[src/rtl/inst_enc_pkg.sv]
// rtl/inst_enc_pkg.sv - shared formats, states and opcodes for the instruction encode loader
package inst_enc_pkg;

    // Values line up with the decode-side ImmSel encoding so host tools share one table.
    typedef enum logic [2:0] {
        FMT_I   = 3'd0,
        FMT_IL  = 3'd1,
        FMT_S   = 3'd2,
        FMT_B   = 3'd3,
        FMT_J   = 3'd4,
        FMT_U   = 3'd5,
        FMT_R   = 3'd6,
        FMT_RSV = 3'd7
    } fmt_e;

    typedef enum logic [1:0] {
        IDLE = 2'd0,
        LOAD = 2'd1,
        DONE = 2'd2
    } state_e;

    localparam logic [6:0] OP_IMM    = 7'h13;
    localparam logic [6:0] OP_LOAD   = 7'h03;
    localparam logic [6:0] OP_STORE  = 7'h23;
    localparam logic [6:0] OP_BRANCH = 7'h63;
    localparam logic [6:0] OP_JAL    = 7'h6F;
    localparam logic [6:0] OP_LUI    = 7'h37;
    localparam logic [6:0] OP_AUIPC  = 7'h17;

    // True when v is the sign extension of its low 'bits' bits.
    function automatic logic fits_signed(input logic [31:0] v, input int bits);
        logic ok;
        ok = 1'b1;
        for (int i = 0; i < 32; i++) begin
            if (i >= bits - 1 && v[i] != v[31]) ok = 1'b0;
        end
        return ok;
    endfunction

endpackage

[src/rtl/inst_encode_loader_if.sv]
// rtl/inst_encode_loader_if.sv - field-beat handshake between host stream and encode loader
interface inst_encode_loader_if;

    logic        in_valid;
    logic        in_ready;
    logic        in_last;
    logic [2:0]  in_fmt;
    logic [6:0]  in_opcode;
    logic [4:0]  in_rd;
    logic [4:0]  in_rs1;
    logic [4:0]  in_rs2;
    logic [2:0]  in_funct3;
    logic [6:0]  in_funct7;
    logic [31:0] in_imm;

    modport master (
        output in_valid, in_last, in_fmt, in_opcode, in_rd, in_rs1, in_rs2,
               in_funct3, in_funct7, in_imm,
        input  in_ready
    );

    modport slave (
        input  in_valid, in_last, in_fmt, in_opcode, in_rd, in_rs1, in_rs2,
               in_funct3, in_funct7, in_imm,
        output in_ready
    );

endinterface

[src/rtl/inst_encode_loader_imm_pack.sv]
// rtl/inst_encode_loader_imm_pack.sv - combinational field/immediate packer with range check
module imm_pack
    import inst_enc_pkg::*;
(
    input  fmt_e        fmt,
    input  logic [6:0]  opcode,
    input  logic [4:0]  rd,
    input  logic [4:0]  rs1,
    input  logic [4:0]  rs2,
    input  logic [2:0]  funct3,
    input  logic [6:0]  funct7,
    input  logic [31:0] imm,
    output logic [31:0] word,
    output logic        legal
);

    always_comb begin
        word  = '0;
        legal = 1'b0;
        case (fmt)
            FMT_I, FMT_IL: begin
                word  = {imm[11:0], rs1, funct3, rd, opcode};
                legal = fits_signed(imm, 12);
            end
            FMT_S: begin
                word  = {imm[11:5], rs2, rs1, funct3, imm[4:0], opcode};
                legal = fits_signed(imm, 12);
            end
            FMT_B: begin
                word  = {imm[12], imm[10:5], rs2, rs1, funct3, imm[4:1], imm[11], opcode};
                legal = fits_signed(imm, 13) && !imm[0];
            end
            FMT_J: begin
                word  = {imm[20], imm[10:1], imm[11], imm[19:12], rd, opcode};
                legal = fits_signed(imm, 21) && !imm[0];
            end
            FMT_U: begin
                word  = {imm[31:12], rd, opcode};
                legal = (imm[11:0] == 12'h000);
            end
            FMT_R: begin
                word  = {funct7, rs2, rs1, funct3, rd, opcode};
                legal = 1'b1;
            end
            default: begin
                word  = '0;
                legal = 1'b0;
            end
        endcase
    end

endmodule

[src/rtl/inst_encode_loader.sv]
// rtl/inst_encode_loader.sv - encodes field beats into RISC-V words and writes instruction memory
module inst_encode_loader
    import inst_enc_pkg::*;
#(
    parameter int ADDR_W    = 10,
    parameter int BASE_ADDR = 0
)
(
    input  logic                clk,
    input  logic                rst_n,
    input  logic                start,
    inst_encode_loader_if.slave bus,
    output logic                mem_we,
    output logic [ADDR_W-1:0]   mem_addr,
    output logic [31:0]         mem_wdata,
    output logic                busy,
    output logic                done,
    output logic                err_imm,
    output logic [7:0]          err_cnt,
    output logic [ADDR_W:0]     wr_count
);

    localparam int                DEPTH    = 1 << ADDR_W;
    localparam logic [ADDR_W-1:0] BASE     = ADDR_W'(BASE_ADDR);
    localparam logic [ADDR_W:0]   LAST_CNT = (ADDR_W + 1)'(DEPTH - 1);

    state_e            state;
    logic [ADDR_W-1:0] wptr;
    logic [31:0]       word;
    logic              legal;

    imm_pack u_pack (
        .fmt    (fmt_e'(bus.in_fmt)),
        .opcode (bus.in_opcode),
        .rd     (bus.in_rd),
        .rs1    (bus.in_rs1),
        .rs2    (bus.in_rs2),
        .funct3 (bus.in_funct3),
        .funct7 (bus.in_funct7),
        .imm    (bus.in_imm),
        .word   (word),
        .legal  (legal)
    );

    assign bus.in_ready = (state == LOAD);
    assign busy         = (state == LOAD);
    assign done         = (state == DONE);

    always_ff @(posedge clk or negedge rst_n) begin
        if (!rst_n) begin
            state     <= IDLE;
            wptr      <= BASE;
            mem_we    <= 1'b0;
            mem_addr  <= '0;
            mem_wdata <= '0;
            err_imm   <= 1'b0;
            err_cnt   <= '0;
            wr_count  <= '0;
        end else begin
            mem_we <= 1'b0;
            case (state)
                IDLE, DONE: begin
                    if (start) begin
                        state    <= LOAD;
                        wptr     <= BASE;
                        wr_count <= '0;
                        err_imm  <= 1'b0;
                        err_cnt  <= '0;
                    end
                end
                LOAD: begin
                    if (bus.in_valid) begin
                        if (legal) begin
                            mem_we    <= 1'b1;
                            mem_addr  <= wptr;
                            mem_wdata <= word;
                            wptr      <= wptr + 1'b1;
                            wr_count  <= wr_count + 1'b1;
                        end else begin
                            err_imm <= 1'b1;
                            if (err_cnt != 8'hFF) err_cnt <= err_cnt + 1'b1;
                        end
                        // Stop on the last beat, or once the memory holds DEPTH words.
                        if (bus.in_last || (legal && wr_count == LAST_CNT)) state <= DONE;
                    end
                end
                default: state <= IDLE;
            endcase
        end
    end

endmodule

[src/flat_wrapper.sv]
// flat-port wrapper written by rule: the top's interface ports become plain ports
module inst_encode_loader_flat import inst_enc_pkg::*;
#(
    parameter int ADDR_W    = 10,
    parameter int BASE_ADDR = 0
)
  (clk, rst_n, start, mem_we, mem_addr, mem_wdata, busy, done, err_imm, err_cnt, wr_count, bus_in_valid, bus_in_last, bus_in_fmt, bus_in_opcode, bus_in_rd, bus_in_rs1, bus_in_rs2, bus_in_funct3, bus_in_funct7, bus_in_imm, bus_in_ready);
  inst_encode_loader_if bus_i ();
  input  logic clk;
  input  logic rst_n;
  input  logic start;
  output logic mem_we;
  output logic [ADDR_W-1:0] mem_addr;
  output logic [31:0] mem_wdata;
  output logic busy;
  output logic done;
  output logic err_imm;
  output logic [7:0] err_cnt;
  output logic [ADDR_W:0] wr_count;
  input wire logic [$bits(bus_i.in_valid)-1:0] bus_in_valid;
  input wire logic [$bits(bus_i.in_last)-1:0] bus_in_last;
  input wire logic [$bits(bus_i.in_fmt)-1:0] bus_in_fmt;
  input wire logic [$bits(bus_i.in_opcode)-1:0] bus_in_opcode;
  input wire logic [$bits(bus_i.in_rd)-1:0] bus_in_rd;
  input wire logic [$bits(bus_i.in_rs1)-1:0] bus_in_rs1;
  input wire logic [$bits(bus_i.in_rs2)-1:0] bus_in_rs2;
  input wire logic [$bits(bus_i.in_funct3)-1:0] bus_in_funct3;
  input wire logic [$bits(bus_i.in_funct7)-1:0] bus_in_funct7;
  input wire logic [$bits(bus_i.in_imm)-1:0] bus_in_imm;
  output wire logic [$bits(bus_i.in_ready)-1:0] bus_in_ready;
  assign bus_i.in_valid = bus_in_valid;
  assign bus_i.in_last = bus_in_last;
  assign bus_i.in_fmt = bus_in_fmt;
  assign bus_i.in_opcode = bus_in_opcode;
  assign bus_i.in_rd = bus_in_rd;
  assign bus_i.in_rs1 = bus_in_rs1;
  assign bus_i.in_rs2 = bus_in_rs2;
  assign bus_i.in_funct3 = bus_in_funct3;
  assign bus_i.in_funct7 = bus_in_funct7;
  assign bus_i.in_imm = bus_in_imm;
  assign bus_in_ready = bus_i.in_ready;
  inst_encode_loader #(.ADDR_W(ADDR_W), .BASE_ADDR(BASE_ADDR)) u_core (.clk(clk), .rst_n(rst_n), .start(start), .bus(bus_i), .mem_we(mem_we), .mem_addr(mem_addr), .mem_wdata(mem_wdata), .busy(busy), .done(done), .err_imm(err_imm), .err_cnt(err_cnt), .wr_count(wr_count));
endmodule
[config.mk]
export PLATFORM = sky130hd
export DESIGN_NAME = inst_encode_loader_flat
export DESIGN_NICKNAME = d
export VERILOG_FILES = /design/src/rtl/inst_enc_pkg.sv /design/src/rtl/inst_encode_loader_if.sv /design/src/rtl/inst_encode_loader_imm_pack.sv /design/src/rtl/inst_encode_loader.sv /design/src/flat_wrapper.sv
export SDC_FILE = /design/constraint.sdc
export NUM_CORES = 1
export LEC_CHECK = 0
export BUFFER_PORTS_ARGS = -buffer_cell sky130_fd_sc_hd__buf_2
export CAP_MARGIN = 15
export CORE_ASPECT_RATIO = 0.8
export CORE_UTILIZATION = 51
export CTS_CLUSTER_DIAMETER = 30
export CTS_CLUSTER_SIZE = 12
export DETAILED_ROUTE_END_ITERATION = 10
export MAX_ROUTING_LAYER = met4
export PLACE_DENSITY = 0.87
export SKIP_CTS_REPAIR_TIMING = 1
export SLEW_MARGIN = 5
export SYNTH_ARGS = -nofsm -noshare
export SYNTH_HDL_FRONTEND = slang
export SYNTH_SLANG_ARGS = --single-unit
[constraint.sdc]
create_clock -name clk -period 2.2 [get_ports clk]
set_clock_uncertainty 0.15 [all_clocks]
set_input_delay 0.33 -clock clk [delete_from_list [all_inputs] [get_ports clk]]
set_output_delay 0.33 -clock clk [all_outputs]
set_load 0.02 [all_outputs]
==> results.sh <==
export IMPL_ios=138
export IMPL_power_static_leakage_nw=2.757
export IMPL_synth_adder_area_share=0.009208
export IMPL_synthSimpleGateAreaFrac=0.1762
export IMPL_grt_antenna_before_repair=0
export IMPL_grt_pass1_vias=3912
export IMPL_synth_largest_area_cell="sky130_fd_sc_hd__dfrtp_1"
export IMPL_cp_required_ns=2.31
export IMPL_detail_route_first_pass_iterations=6
export IMPL_worst_hold_path_type="input port to register"
export IMPL_cts_clk_slew_worst_paths_ns=0.08
export IMPL_yosys_cell_count_top_type="sky130_fd_sc_hd__dfrtp_1"
export IMPL_worst_endpoint_arrival_ns=2.21
export IMPL_worst_skew_pair_late_latency_ns=0.36
export IMPL_asyncSetResetFlopFracSynth=1.000
export IMPL_ys_flop_type="sky130_fd_sc_hd__dfrtp_1"
export IMPL_slew_limit_headroom=0.5910
export IMPL_synth_yosys_seq_area_share=0.4604
export IMPL_run_status="finished, final reports clean"
export IMPL_track_usage=0.3082
export IMPL_ys_ff_latch=75
export IMPL_path_buf_inv=1
export IMPL_synth_compound_area_share=0.1992
export IMPL_cells_after_synth=419
export IMPL_grt_first_pass_wirelength_mm=19.02
export IMPL_netlist_cell_type_count=56
export IMPL_cpMaxStageDelayCell="sky130_fd_sc_hd__dfrtp_1"
export IMPL_place_gp_congestion=0.9260
export IMPL_final_net_count=661
export IMPL_overall_power_consumption_w=0.005399
export IMPL_netlist_area_um2=4076
export IMPL_post_place_ws_ns=-0.1998
export IMPL_die_width_um=102.0
export IMPL_post_route_period_util=0.9543
export IMPL_synth_top_cells_by_count="75 x sky130_fd_sc_hd__dfrtp_1, 48 x sky130_fd_sc_hd__o21ai_0, 33 x sky130_fd_sc_hd__nand2_1"
export IMPL_maxCapViolations=0
export IMPL_cts_sinks=75
export IMPL_die_height_um=81.97
export IMPL_areal_power_density_over_the_cells_nw_per_um2=999.4
export IMPL_vias=4261
export IMPL_top_fanout_value_on_the_critical_path=9
export IMPL_post_synth_mux_area_share=0.1096
export IMPL_setup_worst_path_end_class="register"
export IMPL_routedWlPerCell_um=18.05
export IMPL_initial_utilization=0.5387
export IMPL_fp_coreArea_um2=7567
export IMPL_worst_ir_drop_vdd_uv=602.5
export IMPL_postSynthAreaPerCell_um2=9.729
export IMPL_synth_top_family_by_area="compound AO/OA/AOI/OAI gates"
export IMPL_final_setup_worst_slack_ns=0.1004
export IMPL_slowest_delay_ns=0.40
export IMPL_area_share_of_the_largest_cell_type_after_synthesis=0.4604
export IMPL_antenna_cells=0
export IMPL_critical_path_top_delay_family="simple AND/OR/NAND/NOR gates"
export IMPL_synthesis_nets=494
export IMPL_critical_path_startpoint_type="register"
export IMPL_std_cell_rows=28
export IMPL_tightest_slew_ns=0.6071
export IMPL_post_synth_xor_area_fraction=0
export IMPL_report_final_setup_viol=0
export IMPL_area_growth_synth_to_final_pct=32.54
export IMPL_cell_by_cell_listing_of_the_critical_path="nand3b_1, nand2_2, buf_4, and4_1, and3_1, a21oi_1, a311oi_1"
export IMPL_antenna_left=0
export IMPL_slew_violations=0
export IMPL_violation_count_after_the_first_detailed_routing_iteration=442
export IMPL_post_route_drc=0
export IMPL_cts_tree="built"
export IMPL_yosysWarnings=0
export IMPL_clock_tree_htree_level_count=3
export IMPL_portBuffers=137
export IMPL_globalRouteOverflowTotal=0
export IMPL_cts_root_to_sink_buffers=2
export IMPL_design_die_area_um2=8357
export IMPL_aggregate_routed_wire_length_mm=12.54
export IMPL_tritoncts_num_buffers=9
export IMPL_maximum_number_of_pins_on_one_net_before_global_route_repair=35
export IMPL_drive_gt1_frac=0.3678
export IMPL_route_detailed_vias_per_inst=6.131
export IMPL_final_period_minus_worst_setup_slack_ns=2.100
export IMPL_hold_violations=0
export IMPL_fmax_ghz=0.4763
export IMPL_setup_tns_final_ns=0
export IMPL_rsz0062_at_grt="false"
export IMPL_detailed_place_hpwl_mm=9.193
export IMPL_number_of_enable_flip_flop_cells_after_synthesis=0
export IMPL_post_synth_main_area_contributors="sky130_fd_sc_hd__dfrtp_1 46%, sky130_fd_sc_hd__mux2_1 6.6%, sky130_fd_sc_hd__o21ai_0 5.9%, sky130_fd_sc_hd__nand2_1 3.0%, sky130_fd_sc_hd__a22o_1 3.0%"
export IMPL_master_cell_of_the_clock_root_buffer="sky130_fd_sc_hd__clkbuf_8"
export IMPL_path_class="register to register"
==> per-layer routing <==
metal	wire length, µm	track usage	vias to the layer above
li1	-	-	1908
met1	5248	0.4137	2081
met2	6069	0.4554	235
met3	956	0.06213	37
met4	267	0.1314	0
met5	0	-	-
==> flip-flops by register name, summed over array words and instances (netlist names) <==
signal,cells
u_core.mem_we,1
u_core.err_imm,1
u_core.wptr,10
u_core.mem_addr,10
u_core.err_cnt,8
u_core.mem_wdata,32
u_core.state,2
u_core.wr_count,11
==> logic make-up after synthesis <==
kind of cell	after synthesis
mux	41
fa+ha+maj	3
compound gates	125
flops	75
buf+inv	42
simple gates	133
==> cells in the final DEF (no fill, tap or decap), types with 3 or more instances in the layout <==
master,n
sky130_fd_sc_hd__buf_2,136
sky130_fd_sc_hd__dfrtp_1,74
sky130_fd_sc_hd__o21ai_0,48
sky130_fd_sc_hd__buf_4,43
sky130_fd_sc_hd__nand2_1,32
sky130_fd_sc_hd__mux2_1,24
sky130_fd_sc_hd__a21oi_1,22
sky130_fd_sc_hd__nor2_1,17
sky130_fd_sc_hd__nand3_1,15
sky130_fd_sc_hd__inv_1,15
sky130_fd_sc_hd__a22o_1,14
sky130_fd_sc_hd__mux2i_1,12
sky130_fd_sc_hd__nand4_1,9
sky130_fd_sc_hd__clkbuf_8,9
sky130_fd_sc_hd__nor3_1,7
sky130_fd_sc_hd__and3_1,7
sky130_fd_sc_hd__or4_1,6
sky130_fd_sc_hd__a311oi_1,6
sky130_fd_sc_hd__nor2b_1,5
sky130_fd_sc_hd__or3_1,5
sky130_fd_sc_hd__mux2_2,5
sky130_fd_sc_hd__nor4_1,4
sky130_fd_sc_hd__a211oi_1,4
sky130_fd_sc_hd__nand4b_1,4
sky130_fd_sc_hd__a222oi_1,4
sky130_fd_sc_hd__o21ai_1,3
sky130_fd_sc_hd__o21a_1,3
sky130_fd_sc_hd__and2_1,3
sky130_fd_sc_hd__a22oi_1,3
sky130_fd_sc_hd__o31ai_1,3
sky130_fd_sc_hd__ha_1,3
sky130_fd_sc_hd__bufinv_16,3
==> final timing paths <==
kind	from	to	slack (ns)	cells past startpoint
hold reg to reg	u_core.mem_wdata[19]	u_core.mem_wdata[19]	0.34	1
setup reg to reg	u_core.state[1]	u_core.wptr[8]	0.10	7
setup / recovery	u_core.state[1]	u_core.wptr[8]	0.10	7
max in group asynchronous	rst_n	u_core.state[0]	0.93	3
min in group asynchronous	rst_n	u_core.wr_count[4]	0.31	2
hold / removal	bus_in_last	u_core.state[0]	0.01	2
==> worst register-to-register path: stages (launching register included) <==
cell and delay, ns:
sky130_fd_sc_hd__dfrtp_1 0.40, sky130_fd_sc_hd__nand3b_1 0.29, sky130_fd_sc_hd__nand2_2 0.17, sky130_fd_sc_hd__buf_4 0.19, sky130_fd_sc_hd__and4_1 0.27, sky130_fd_sc_hd__and3_1 0.20, sky130_fd_sc_hd__a21oi_1 0.08, sky130_fd_sc_hd__a311oi_1 0.26
==> area by class of cell <==
type                       instances  area (µm²)
clock buffer                      10       127.6
clock inverter                     5       102.6
inverter                          17       63.81
tap                              105       131.4
fill                             573        2165
sequential                        75        1878
timing repair buffer             181        1033
multi-input combinational        302        2066
==> where the power goes <==
part           total (W)  switching [W]  leakage [nW]  internal, W
combinational    0.00210        0.00133          1.66     0.000773
clock            0.00128       0.000532         0.112     0.000746
sequential       0.00202       0.000257         0.987      0.00176
==> through the flow <==
stage	cells	utilization	hold WS (ns)	area [µm²]
after floorplan	419	-	-0.1156	4103
after global placement	679	0.6777	0.1352	5129
after detailed placement	679	0.6777	0.1412	5129
after CTS	694	0.7082	-0.2316	5359
after global routing	695	0.7140	0.02534	5403
final	695	0.7140	0.01387	5403
No activity file was read; power rests on OpenSTA's default activity.
